==> config.mk <==
export PLATFORM = sky130hd
export DESIGN_NAME = video_timing_gen_flat
export DESIGN_NICKNAME = d
export VERILOG_FILES = /design/src/rtl/video_timing_gen_if.sv /design/src/rtl/video_timing_gen.sv /design/src/flat_wrapper.sv
export SDC_FILE = /design/constraint.sdc
export NUM_CORES = 1
export LEC_CHECK = 0
export BUFFER_PORTS_ARGS = -buffer_cell sky130_fd_sc_hd__buf_2
export CORE_UTILIZATION = 57
export CTS_CLUSTER_SIZE = 28
export DETAILED_ROUTE_END_ITERATION = 12
export GPL_TIMING_DRIVEN = 0
export PLACE_DENSITY_LB_ADDON = 0.05
export SYNTH_ARGS = -nofsm -noshare
export SYNTH_HDL_FRONTEND = slang
export SYNTH_SLANG_ARGS = --single-unit
==> constraint.sdc <==
create_clock -name clk -period 3.3 [get_ports clk]
set_input_delay 0.825 -clock clk [delete_from_list [all_inputs] [get_ports clk]]
set_output_delay 0.825 -clock clk [all_outputs]
set_load 0.01 [all_outputs]
==> src/rtl/video_timing_gen_if.sv <==
// rtl/video_timing_gen_if.sv - raster timing bundle between the timing source and the pixel generator
interface video_timing_gen_if;
    logic        en;
    logic [15:0] x;
    logic [15:0] y;
    logic        vde;
    logic        hsync;
    logic        vsync;
    logic        line_start;
    logic        frame_start;
    logic [15:0] frame_count;

    modport master (
        input  en,
        output x, y, vde, hsync, vsync, line_start, frame_start, frame_count
    );

    modport slave (
        output en,
        input  x, y, vde, hsync, vsync, line_start, frame_start, frame_count
    );
endinterface

==> src/rtl/video_timing_gen.sv <==
// rtl/video_timing_gen.sv - raster timing source: x/y counters, phase FSMs, syncs, vde and frame pulses
module video_timing_gen #(
    parameter int WIDTH       = 1920,
    parameter int HEIGHT      = 1080,
    parameter int H_SYNC_TIME = 44,
    parameter int V_SYNC_TIME = 5,
    parameter int H_F_PORCH   = 88,
    parameter int V_F_PORCH   = 4,
    parameter int H_B_PORCH   = 148,
    parameter int V_B_PORCH   = 36,
    parameter int H_SYNC_POL  = 1,
    parameter int V_SYNC_POL  = 1
) (
    input  logic                  clk,
    input  logic                  rst,
    video_timing_gen_if.master    vt
);
    typedef enum logic [1:0] {
        PH_SYNC,
        PH_BACK_PORCH,
        PH_ACTIVE,
        PH_FRONT_PORCH
    } phase_t;

    localparam logic [15:0] H_TOTAL     = 16'(H_SYNC_TIME + H_B_PORCH + WIDTH + H_F_PORCH);
    localparam logic [15:0] V_TOTAL     = 16'(V_SYNC_TIME + V_B_PORCH + HEIGHT + V_F_PORCH);
    localparam logic [15:0] H_BP_START  = 16'(H_SYNC_TIME);
    localparam logic [15:0] H_ACT_START = 16'(H_SYNC_TIME + H_B_PORCH);
    localparam logic [15:0] H_FP_START  = 16'(H_SYNC_TIME + H_B_PORCH + WIDTH);
    localparam logic [15:0] V_BP_START  = 16'(V_SYNC_TIME);
    localparam logic [15:0] V_ACT_START = 16'(V_SYNC_TIME + V_B_PORCH);
    localparam logic [15:0] V_FP_START  = 16'(V_SYNC_TIME + V_B_PORCH + HEIGHT);
    localparam logic        H_POL       = 1'(H_SYNC_POL);
    localparam logic        V_POL       = 1'(V_SYNC_POL);

    phase_t      h_state, h_nxt;
    phase_t      v_state, v_nxt;
    logic [15:0] x_q, x_nxt;
    logic [15:0] y_q, y_nxt;
    logic [15:0] fc_q, fc_nxt;
    logic        vde_q, vde_nxt;
    logic        hsync_q, hsync_nxt;
    logic        vsync_q, vsync_nxt;
    logic        ls_q, ls_nxt;
    logic        fs_q, fs_nxt;
    logic        x_wrap;

    // A phase is left when the upcoming position lands on the next phase's first count.
    function automatic phase_t next_phase(input phase_t cur, input logic [15:0] pos,
                                          input logic [15:0] bp, input logic [15:0] act,
                                          input logic [15:0] fp);
        phase_t n;
        n = cur;
        case (cur)
            PH_SYNC:        if (pos == bp)    n = PH_BACK_PORCH;
            PH_BACK_PORCH:  if (pos == act)   n = PH_ACTIVE;
            PH_ACTIVE:      if (pos == fp)    n = PH_FRONT_PORCH;
            PH_FRONT_PORCH: if (pos == 16'd0) n = PH_SYNC;
            default:        n = PH_FRONT_PORCH;
        endcase
        return n;
    endfunction

    always_ff @(posedge clk) begin
        if (rst) begin
            h_state <= PH_FRONT_PORCH;
            v_state <= PH_FRONT_PORCH;
            x_q     <= H_TOTAL - 16'd1;
            y_q     <= V_TOTAL - 16'd1;
            fc_q    <= 16'hFFFF;
            vde_q   <= 1'b0;
            hsync_q <= ~H_POL;
            vsync_q <= ~V_POL;
            ls_q    <= 1'b0;
            fs_q    <= 1'b0;
        end else begin
            h_state <= h_nxt;
            v_state <= v_nxt;
            x_q     <= x_nxt;
            y_q     <= y_nxt;
            fc_q    <= fc_nxt;
            vde_q   <= vde_nxt;
            hsync_q <= hsync_nxt;
            vsync_q <= vsync_nxt;
            ls_q    <= ls_nxt;
            fs_q    <= fs_nxt;
        end
    end

    always_comb begin
        x_nxt  = x_q;
        y_nxt  = y_q;
        h_nxt  = h_state;
        v_nxt  = v_state;
        fc_nxt = fc_q;
        ls_nxt = 1'b0;
        fs_nxt = 1'b0;
        x_wrap = (x_q == H_TOTAL - 16'd1);
        if (vt.en) begin
            x_nxt = x_wrap ? 16'd0 : x_q + 16'd1;
            h_nxt = next_phase(h_state, x_nxt, H_BP_START, H_ACT_START, H_FP_START);
            if (x_wrap) begin
                y_nxt = (y_q == V_TOTAL - 16'd1) ? 16'd0 : y_q + 16'd1;
                v_nxt = next_phase(v_state, y_nxt, V_BP_START, V_ACT_START, V_FP_START);
            end
            ls_nxt = x_wrap;
            fs_nxt = x_wrap && (y_nxt == 16'd0);
            if (fs_nxt) fc_nxt = fc_q + 16'd1;
        end
        // Decode from the next phase so syncs and vde share the counters' register stage.
        hsync_nxt = (h_nxt == PH_SYNC) ? H_POL : ~H_POL;
        vsync_nxt = (v_nxt == PH_SYNC) ? V_POL : ~V_POL;
        vde_nxt   = (h_nxt == PH_ACTIVE) && (v_nxt == PH_ACTIVE);
    end

    assign vt.x           = x_q;
    assign vt.y           = y_q;
    assign vt.vde         = vde_q;
    assign vt.hsync       = hsync_q;
    assign vt.vsync       = vsync_q;
    assign vt.line_start  = ls_q;
    assign vt.frame_start = fs_q;
    assign vt.frame_count = fc_q;
endmodule

==> src/flat_wrapper.sv <==
// flat-port wrapper written by rule: the top's interface ports become plain ports
module video_timing_gen_flat 
#(
    parameter int WIDTH       = 1920,
    parameter int HEIGHT      = 1080,
    parameter int H_SYNC_TIME = 44,
    parameter int V_SYNC_TIME = 5,
    parameter int H_F_PORCH   = 88,
    parameter int V_F_PORCH   = 4,
    parameter int H_B_PORCH   = 148,
    parameter int V_B_PORCH   = 36,
    parameter int H_SYNC_POL  = 1,
    parameter int V_SYNC_POL  = 1
)
  (clk, rst, vt_en, vt_x, vt_y, vt_vde, vt_hsync, vt_vsync, vt_line_start, vt_frame_start, vt_frame_count);
  video_timing_gen_if vt_i ();
  input  logic clk;
  input  logic rst;
  input wire logic [$bits(vt_i.en)-1:0] vt_en;
  output wire logic [$bits(vt_i.x)-1:0] vt_x;
  output wire logic [$bits(vt_i.y)-1:0] vt_y;
  output wire logic [$bits(vt_i.vde)-1:0] vt_vde;
  output wire logic [$bits(vt_i.hsync)-1:0] vt_hsync;
  output wire logic [$bits(vt_i.vsync)-1:0] vt_vsync;
  output wire logic [$bits(vt_i.line_start)-1:0] vt_line_start;
  output wire logic [$bits(vt_i.frame_start)-1:0] vt_frame_start;
  output wire logic [$bits(vt_i.frame_count)-1:0] vt_frame_count;
  assign vt_i.en = vt_en;
  assign vt_x = vt_i.x;
  assign vt_y = vt_i.y;
  assign vt_vde = vt_i.vde;
  assign vt_hsync = vt_i.hsync;
  assign vt_vsync = vt_i.vsync;
  assign vt_line_start = vt_i.line_start;
  assign vt_frame_start = vt_i.frame_start;
  assign vt_frame_count = vt_i.frame_count;
  video_timing_gen #(.WIDTH(WIDTH), .HEIGHT(HEIGHT), .H_SYNC_TIME(H_SYNC_TIME), .V_SYNC_TIME(V_SYNC_TIME), .H_F_PORCH(H_F_PORCH), .V_F_PORCH(V_F_PORCH), .H_B_PORCH(H_B_PORCH), .V_B_PORCH(V_B_PORCH), .H_SYNC_POL(H_SYNC_POL), .V_SYNC_POL(V_SYNC_POL)) u_core (.clk(clk), .rst(rst), .vt(vt_i));
endmodule
==> insert_results.sql, run 1 <==
INSERT INTO impl_metrics (metric_group, metric, value, unit) VALUES
('setup_path', 'critical_path.max_fanout', '10', ''),
('sta', 'timing.max_slew.rel_slack', '54.8', '%'),
('placement', 'detailedPlace.worstSlack', '-0.313', 'ns'),
('setup_path', 'critical_path_class', 'reg -> reg', ''),
('cells_and_area', 'final_cell_mix', '57 x buf_2, 56 x dfxtp_1, 44 x nor2_1', ''),
('floorplanning', 'die_x', '81.1', 'um'),
('setup_path', 'critical_path.endpoint_type', 'register', ''),
('detailed_routing', 'post_detailed_route_wirelength_per_cell', '15.9', 'um'),
('global_route', 'grt_pass1_wl', '15200', 'um'),
('power_and_ir_drop', 'total_power', '2.04', 'mW'),
('clock_tree', 'clockRootBuffer', 'clkbuf_8', ''),
('floorplanning', 'initial_utilization', '59.5', '%'),
('placement', 'cell_count_after_placement', '593', ''),
('placement', 'gp_routability_congestion', '0.914', ''),
('cells_and_area', 'final_design_area_no_fill', '0.00423', 'mm^2'),
('global_route', 'maximum_number_of_pins_on_one_net_before_global_route_repair', '12', ''),
('clock_tree', 'ctsHtreeMaxLevel', '3', ''),
('logic_synthesis', 'synth_ff_type', 'dfxtp_1', ''),
('logic_synthesis', 'synthArstFlopShare', '0', '%'),
('logic_synthesis', 'mappedNetlistArea', '0.00356', 'mm^2'),
('setup_path', 'worst_ep_required_time', '3.55', 'ns'),
('setup_path', 'slowest_delay', '0.57', 'ns'),
('cells_and_area', 'nFillCells', '498', ''),
('sta', 'worst_pin_slew', '0.679', 'ns'),
('clock_tree', 'tritoncts', 'yes', ''),
('logic_synthesis', 'post_synth_inst_count', '463', ''),
('cells_and_area', 'final_util', '70.6', '%'),
('power_and_ir_drop', 'power.static_leakage', '1.61', 'nW'),
('flow_run', 'drv_cap', '0', ''),
('detailed_routing', 'antenna_left', '0', ''),
('floorplanning', 'floorplan.rows', '28', ''),
('detailed_routing', 'post-route-drc-count', '0', ''),
('sta', 'final_min_period_over_clock_period', '96.1', '%'),
('detailed_routing', 'drt_pass_1_iters', '5', ''),
('logic_synthesis', 'number_of_enable_type_register_cells_in_the_synthesized_netlist', '0', ''),
('placement', 'instance_area_at_placement', '0.00393', 'mm^2'),
('setup_path', 'r2r.worst_path.cells', '9', ''),
('placement', 'place_hpwl', '6730', 'um'),
('detailed_routing', 'via_per_inst', '6.29', ''),
('global_route', 'gr-usage-all-layers', '29.9', '%'),
('sta', 'timing.final.hold_violations', '0', ''),
('global_route', 'number_of_antenna_violations_at_the_first_check_in_global_routing', '0', ''),
('placement', 'port_buffers', '55', ''),
('clock_tree', 'cts_buffers', '9', ''),
('logic_synthesis', 'synth.net_count', '471', ''),
('run_status', 'status', 'complete, no violations', ''),
('cells_and_area', 'post_layout_nonfiller_instances', '607', ''),
('global_route', 'grt_overflow', '0', ''),
('cells_and_area', 'layout-drive-gt1-share', '20.7', '%'),
('setup_path', 'worstReg2RegStart', 'u_core.vt.y[3]', ''),
('sta', 'setup_ws', '0.129', 'ns'),
('sta', 'setup_violations', '0', ''),
('worst_hold_path', 'min_path_cells', '2', ''),
('clock_tree', 'numClockSinks', '57', ''),
('setup_path', 'worstSetupStartpointType', 'register', ''),
('logic_synthesis', 'yosysSeqAreaShare', '32.0', '%'),
('global_route', 'use_met3', '6.18', '%'),
('logic_synthesis', 'total_of_flip_flops_plus_latches_after_synthesis', '57', ''),
('cells_and_area', 'most_common_cell_after_layout_fill_and_taps_aside', 'buf_2', ''),
('logic_synthesis', 'synth.distinct_cells', '58', ''),
('worst_hold_path', 'hold_path_startpoint', 'u_core.vt.frame_count[13]', ''),
('setup_path', 'rr_endpoint', 'u_core.vt.vde', ''),
('floorplanning', 'die_area', '0.00657', 'mm^2'),
('sta', 'min_period', '3.17', 'ns'),
('logic_synthesis', 'synth.avg_cell_area', '7.70', 'um^2'),
('global_route', 'vias_in_the_first_global_route', '3239', ''),
('cells_and_area', 'layout.nets', '535', ''),
('worst_hold_path', 'hold_path.class', 'reg -> reg', ''),
('worst_hold_path', 'hold_path_end', 'u_core.vt.frame_count[13]', ''),
('logic_synthesis', 'yosysWarningCount', '0', ''),
('sta', 'clock_skew', '0.0147', 'ns');
## power by group
part / total [mW] / leakage, nW / switching (mW) / internal [mW]
registers: 0.778 / 0.462 / 0.0481 / 0.729
logic: 0.580 / 1.05 / 0.358 / 0.222
clock network: 0.683 / 0.0949 / 0.313 / 0.370
total: 2.04 / 1.61 / 0.719 / 1.32
## area by class of cell
class / count / area (um^2) / area share, %
buffer: 30 / 140 / 3.31
inverter: 16 / 60.1 / 1.42
clock inverter: 6 / 66.3 / 1.57
sequential: 57 / 1140 / 27.0
tap: 75 / 93.8 / 2.22
multi-input combinational: 357 / 2310 / 54.5
clock buffer: 10 / 138 / 3.25
timing repair buffer: 56 / 283 / 6.69
## kinds of logic after synthesis
logic type | count (synthesis) | synth area share [%]
AND/OR/NAND/NOR | 220 | 33.7
AO/OA/AOI/OAI | 97 | 18.0
flip-flops | 57 | 32.0
buffers and inverters | 49 | 5.72
XOR/XNOR | 28 | 6.88
multiplexers | 7 | 1.97
adder cells (fa/ha/maj) | 5 | 1.76
## layer usage
layer  part of all wire [%]  wire length (um)
met1                     44              4270
met2                     47              4480
met3                    7.1               684
met4                    2.0               195
met5                      0                 0
## synth_stat cells (all sizes together), types with 4 or more instances
cell / instances / area (um^2)
nand4: 15 / 93.8
buf: 6 / 42.5
and3: 11 / 73.8
or4: 13 / 105
nand2: 37 / 139
o41ai: 4 / 35.0
and2: 4 / 25.0
nor2b: 7 / 43.8
nor2: 44 / 165
nand3: 32 / 160
o31ai: 8 / 60.1
or3: 7 / 43.8
xnor2: 18 / 158
o211ai: 5 / 37.5
o21ai: 24 / 124
nor4: 12 / 81.3
nand2b: 4 / 25.0
o311ai: 4 / 35.0
a31oi: 6 / 37.5
xor2: 10 / 87.6
mux2i: 7 / 70.1
inv: 16 / 60.1
a21oi: 25 / 125
clkbuf: 27 / 101
dfxtp: 57 / 1140
nor3: 13 / 65.1
and4: 7 / 61.3
ha: 5 / 62.6
## registers in the layout (all words and copies together) (netlist names)
register	cells
u_core.vt.hsync	1
u_core.vt.vde	1
u_core.vt.x	16
u_core.vt.y	16
u_core.h_state	2
u_core.vt.line_start	1
u_core.vt.frame_count	16
u_core.vt.vsync	1
u_core.vt.frame_start	1
u_core.v_state	2
## worst max-delay path by stage
stage	start	endpoint	cells after the start
after detailed placement	u_core.vt.x[0]	u_core.vt.frame_count[10]	12
final	u_core.vt.y[3]	u_core.vt.vde	9
after CTS	u_core.vt.y[1]	u_core.vt.frame_count[10]	12
after global routing	u_core.vt.x[2]	u_core.vt.vde	9
after floorplan	u_core.vt.x[0]	u_core.vt.vde	10
after global placement	u_core.vt.x[0]	u_core.vt.frame_count[10]	12
## worst reg2reg max path, delay by kind of cell, from the launching register on
family	cells	cell delay, ns
compound gates	3	0.84
buf+inv	2	0.44
flops	1	0.31
simple gates	4	1.49
## what timing repair did
item,in CTS,in global routing
endpoints found under the setup margin,18,15
hold buffers,0,0
endpoints found under the hold margin,0,0
setup buffers,0,1
resized for setup,5,21
pin swaps,0,1
Note: power is estimated with default switching activity, not from simulation.
==> run 2: changes to the inputs <==
- ABC_AREA: unset -> 1
- CORE_UTILIZATION: 57 -> 59
- SETUP_SLACK_MARGIN: unset -> 0.02
==> insert_results.sql, run 2 <==
INSERT INTO impl_metrics (metric_group, metric, value, unit) VALUES
('power_and_ir_drop', 'fraction_of_power_consumed_by_the_clock_network', '39.2', '%'),
('power_and_ir_drop', 'vdd_drop_max', '239', 'uV'),
('setup_path', 'critical_path.n_buffers_inverters', '3', ''),
('detailed_routing', 'drt_pass_1_iters', '6', ''),
('placement', 'gp_routability_congestion', '0.931', ''),
('floorplanning', 'floorplan.rows', '30', ''),
('power_and_ir_drop', 'power.static_leakage', '2.45', 'nW'),
('power_and_ir_drop', 'p_comb_share', '21.0', '%'),
('global_route', 'number_of_antenna_violations_at_the_first_check_in_global_routing', '0', ''),
('power_and_ir_drop', 'power.share.sequential', '39.7', '%'),
('cells_and_area', 'combined_area_of_the_multi_input_logic_cells', '0.00265', 'mm^2'),
('clock_tree', 'numClockSinks', '57', ''),
('clock_tree', 'number_of_hold_repair_buffers_added_at_the_cts_stage', '0', ''),
('cells_and_area', 'areaGrowthSynthToFinish', '14.7', '%'),
('sta', 'timing.max_slew.rel_slack', '34.8', '%'),
('logic_synthesis', 'total_of_flip_flops_plus_latches_after_synthesis', '57', ''),
('setup_path', 'dominant_delay_contributor_by_cell_family_on_the_critical_path', 'simple AND/OR/NAND/NOR gates', ''),
('cells_and_area', 'layout-drive-gt1-share', '18.2', '%'),
('logic_synthesis', 'synth_largest_area_cell', 'dfxtp_1', ''),
('flow_run', 'drv_cap', '0', ''),
('setup_path', 'critical_path.endpoint_type', 'register', ''),
('global_route', 'gr-usage-all-layers', '33.3', '%'),
('run_status', 'status', 'complete, no violations', ''),
('logic_synthesis', 'mappedNetlistArea', '0.00418', 'mm^2'),
('floorplanning', 'die_area', '0.00743', 'mm^2'),
('clock_tree', 'cts_buffers', '9', ''),
('floorplanning', 'core_area', '0.00683', 'mm^2'),
('placement', 'place_hpwl', '8750', 'um'),
('setup_path', 'slowest_stage', 'dfxtp_1', ''),
('sta', 'min_period', '2.61', 'ns'),
('detailed_routing', 'antenna_left', '0', ''),
('global_route', 'globalRouteMet2Util', '53.8', '%'),
('clock_tree', 'clock_insertion_delay_worst_skew', '0.35', 'ns'),
('sta', 'worst_pin_slew', '0.968', 'ns'),
('detailed_routing', 'post-route-drc-count', '0', ''),
('setup_path', 'timing.critical_path.cells', 'ha_1 -> nand3_1 -> nor2_2 -> nand2_4 -> inv_4 -> buf_6 -> nand2_1 -> o21ai_0 -> nand3_1 -> nor2_1 -> nand4_1 -> buf_6 -> nand2_1 -> nand3_1', ''),
('cells_and_area', 'insertedDiodeCount', '0', ''),
('logic_synthesis', 'number_of_enable_type_register_cells_in_the_synthesized_netlist', '0', ''),
('global_route', 'grt_overflow', '0', ''),
('global_route', 'grt_pass1_wl', '19500', 'um'),
('cells_and_area', 'final_design_area_no_fill', '0.00479', 'mm^2'),
('power_and_ir_drop', 'switchingPower', '0.620', 'mW'),
('placement', 'port_buffers', '55', ''),
('setup_path', 'path_common_cell', 'nand3_1', ''),
('cells_and_area', 'layout.nets', '757', ''),
('setup_path', 'critical_path_class', 'reg -> reg', ''),
('setup_path', 'worst_ep_required_time', '3.52', 'ns'),
('setup_path', 'critical_path.max_fanout', '10', ''),
('detailed_routing', 'route.vias.total', '4793', ''),
('floorplanning', 'io_pins', '56', ''),
('global_route', 'maximum_number_of_pins_on_one_net_before_global_route_repair', '12', ''),
('floorplanning', 'chipHeight', '86.2', 'um'),
('logic_synthesis', 'yosys-top-cells-area', 'dfxtp_1 27%, nand2_1 18%, nor2_1 7.9%, nand3_1 7.3%, inv_1 4.6%', ''),
('detailed_routing', 'via_per_inst', '5.64', ''),
('logic_synthesis', 'post_synth_inst_count', '683', ''),
('logic_synthesis', 'synth.distinct_cells', '33', ''),
('global_route', 'grt-busiest-layer', 'met2', ''),
('placement', 'instance_area_at_placement', '0.00458', 'mm^2'),
('cells_and_area', 'nFillCells', '636', ''),
('logic_synthesis', 'yosysMostFrequentCell', 'nand2_1', ''),
('floorplanning', 'die_x', '86.2', 'um'),
('logic_synthesis', 'synth_ff_type', 'dfxtp_1', ''),
('logic_synthesis', 'synthArstFlopShare', '0', '%'),
('worst_hold_path', 'hold_path.class', 'reg -> reg', ''),
('global_route', 'use_met3', '5.05', '%'),
('setup_path', 'slowest_delay', '0.47', 'ns'),
('sta', 'final_min_period_over_clock_period', '79.1', '%'),
('logic_synthesis', 'yosys.area.top_type_share', '27.3', '%'),
('power_and_ir_drop', 'switching_share', '32.9', '%'),
('sta', 'fmaxAchievable', '383', 'MHz'),
('sta', 'clock_skew', '0.0124', 'ns'),
('clock_tree', 'clockRootBuffer', 'clkbuf_8', ''),
('logic_synthesis', 'netlist_top_cells_count', '199 x nand2_1, 88 x nor2_1, 61 x nand3_1, 57 x dfxtp_1, 51 x inv_1', ''),
('logic_synthesis', 'yosysWarningCount', '0', ''),
('cells_and_area', 'register_area', '0.00114', 'mm^2'),
('detailed_routing', 'first_iter_violations', '435', ''),
('logic_synthesis', 'synth.avg_cell_area', '6.12', 'um^2'),
('setup_path', 'worst-endpoint-arrival', '2.83', 'ns'),
('logic_synthesis', 'synth.net_count', '691', ''),
('clock_tree', 'post_cts.repair.setup_buffers', '0', ''),
('sta', 'setup_violations', '0', ''),
('clock_tree', 'tritoncts', 'yes', ''),
('global_route', 'vias_in_the_first_global_route', '4221', ''),
('sta', 'final-max-slew-violation-count', '0', ''),
('cells_and_area', 'final_cell_mix', '199 x nand2_1, 88 x nor2_1, 61 x nand3_1', ''),
('clock_tree', 'post_cts_resized', '0', ''),
('global_route', 'groute.layer.met1.usage', '44.1', '%'),
('sta', 'grt_setup_unrepaired', 'false', ''),
('detailed_routing', 'wirelength', '11800', 'um'),
('cells_and_area', 'most_common_cell_after_layout_fill_and_taps_aside', 'nand2_1', ''),
('sta', 'timing.final.hold_violations', '0', ''),
('clock_tree', 'ctsHtreeMaxLevel', '3', ''),
('power_and_ir_drop', 'cellPowerDensity', '393', 'mW/mm^2'),
('detailed_routing', 'post_detailed_route_wirelength_per_cell', '13.9', 'um'),
('sta', 'setup_tns', '0', 'ns'),
('logic_synthesis', 'yosysSeqAreaShare', '27.3', '%'),
('floorplanning', 'initial_utilization', '61.2', '%'),
('power_and_ir_drop', 'power.internal', '1.26', 'mW'),
('clock_tree', 'buffers_from_clock_root_to_sink_at_most', '2', ''),
('setup_path', 'worstSetupStartpointType', 'register', ''),
('clock_tree', 'clk_transition_reported_paths', '0.08', 'ns');
-- run 2: cell count changes after synthesis, sizes merged, moves of 14 or more --
| cell | before | now |
|---|---|---|
| nand2 | 37 | 214 |
| nor2 | 44 | 108 |
| inv | 16 | 58 |
| nand3 | 32 | 65 |
| o21ai | 24 | 51 |
| clkbuf | 27 | 12 |
| nand4 | 15 | 29 |
-- run 2: per-stage QoR --
step | utilization [%] | hold slack [ns] | total power, mW | cells | setup slack [ns]
after global routing | 70.2 | 0.524 | 1.96 | 850 | 0.519
after floorplan | - | 0.517 | 1.04 | 683 | 1.15
after global placement | 67.0 | 0.488 | 1.13 | 834 | 0.833
after CTS | 70.2 | 0.508 | 1.88 | 850 | 0.763
final | 70.2 | 0.507 | 1.88 | 850 | 0.691
after detailed placement | 67.0 | 0.496 | 1.14 | 834 | 0.787
-- run 2: cell type report --
class                      count  share of cell area, %
timing repair buffer          55                   5.74
clock buffer                   9                   2.58
buffer                        25                   3.24
tap                           96                   2.51
sequential                    57                   23.8
multi-input combinational    540                   55.3
inverter                      61                   4.83
clock inverter                 7                   1.98
-- run 2: metal layers --
| layer | vias up | part of all wire (%) | wire, um |
|---|---|---|---|
| met3 | 39 | 7.6 | 897 |
| met2 | 217 | 45 | 5370 |
| met4 | 0 | 2.7 | 316 |
| met1 | 2175 | 44 | 5260 |
| li1 | 2362 | - | - |
| met5 | - | 0 | 0 |
-- run 2: power by group through the flow --
stage | registers [mW] | clock network [mW] | logic (mW)
final | 0.748 | 0.739 | 0.396
after global routing | 0.753 | 0.773 | 0.439
after CTS | 0.747 | 0.741 | 0.388
after detailed placement | 0.763 | 0 | 0.381
after global placement | 0.762 | 0 | 0.372
after floorplan | 0.765 | 0 | 0.278
-- run 2: kinds of logic (layout without fill, tap and decap cells) --
kind of cell,count (synthesis),in the layout,share of synthesized area [%]
simple gates,427,427,46.4
compound gates,92,92,12.2
buf+inv,86,157,9.25
flops,57,57,27.3
xor+xnor,16,16,3.35
fa+ha+maj,5,5,1.50
-- run 2: worst paths after layout --
path / cells past startpoint / to / startpoint / slack [ns]
max: 14 / u_core.vt.frame_count[8] / u_core.vt.x[0] / 0.69
min reg2reg: 2 / u_core.vt.frame_count[13] / u_core.vt.frame_count[13] / 0.51
max reg2reg: 14 / u_core.vt.frame_count[8] / u_core.vt.x[0] / 0.69
min: 2 / u_core.vt.frame_count[13] / u_core.vt.frame_count[13] / 0.51
-- run 2: tightest hold or removal path: cells and delay by family (launching register included) --
kind | cells | cell delay, ns
DFF | 1 | 0.33
and+or+nand+nor | 2 | 0.13
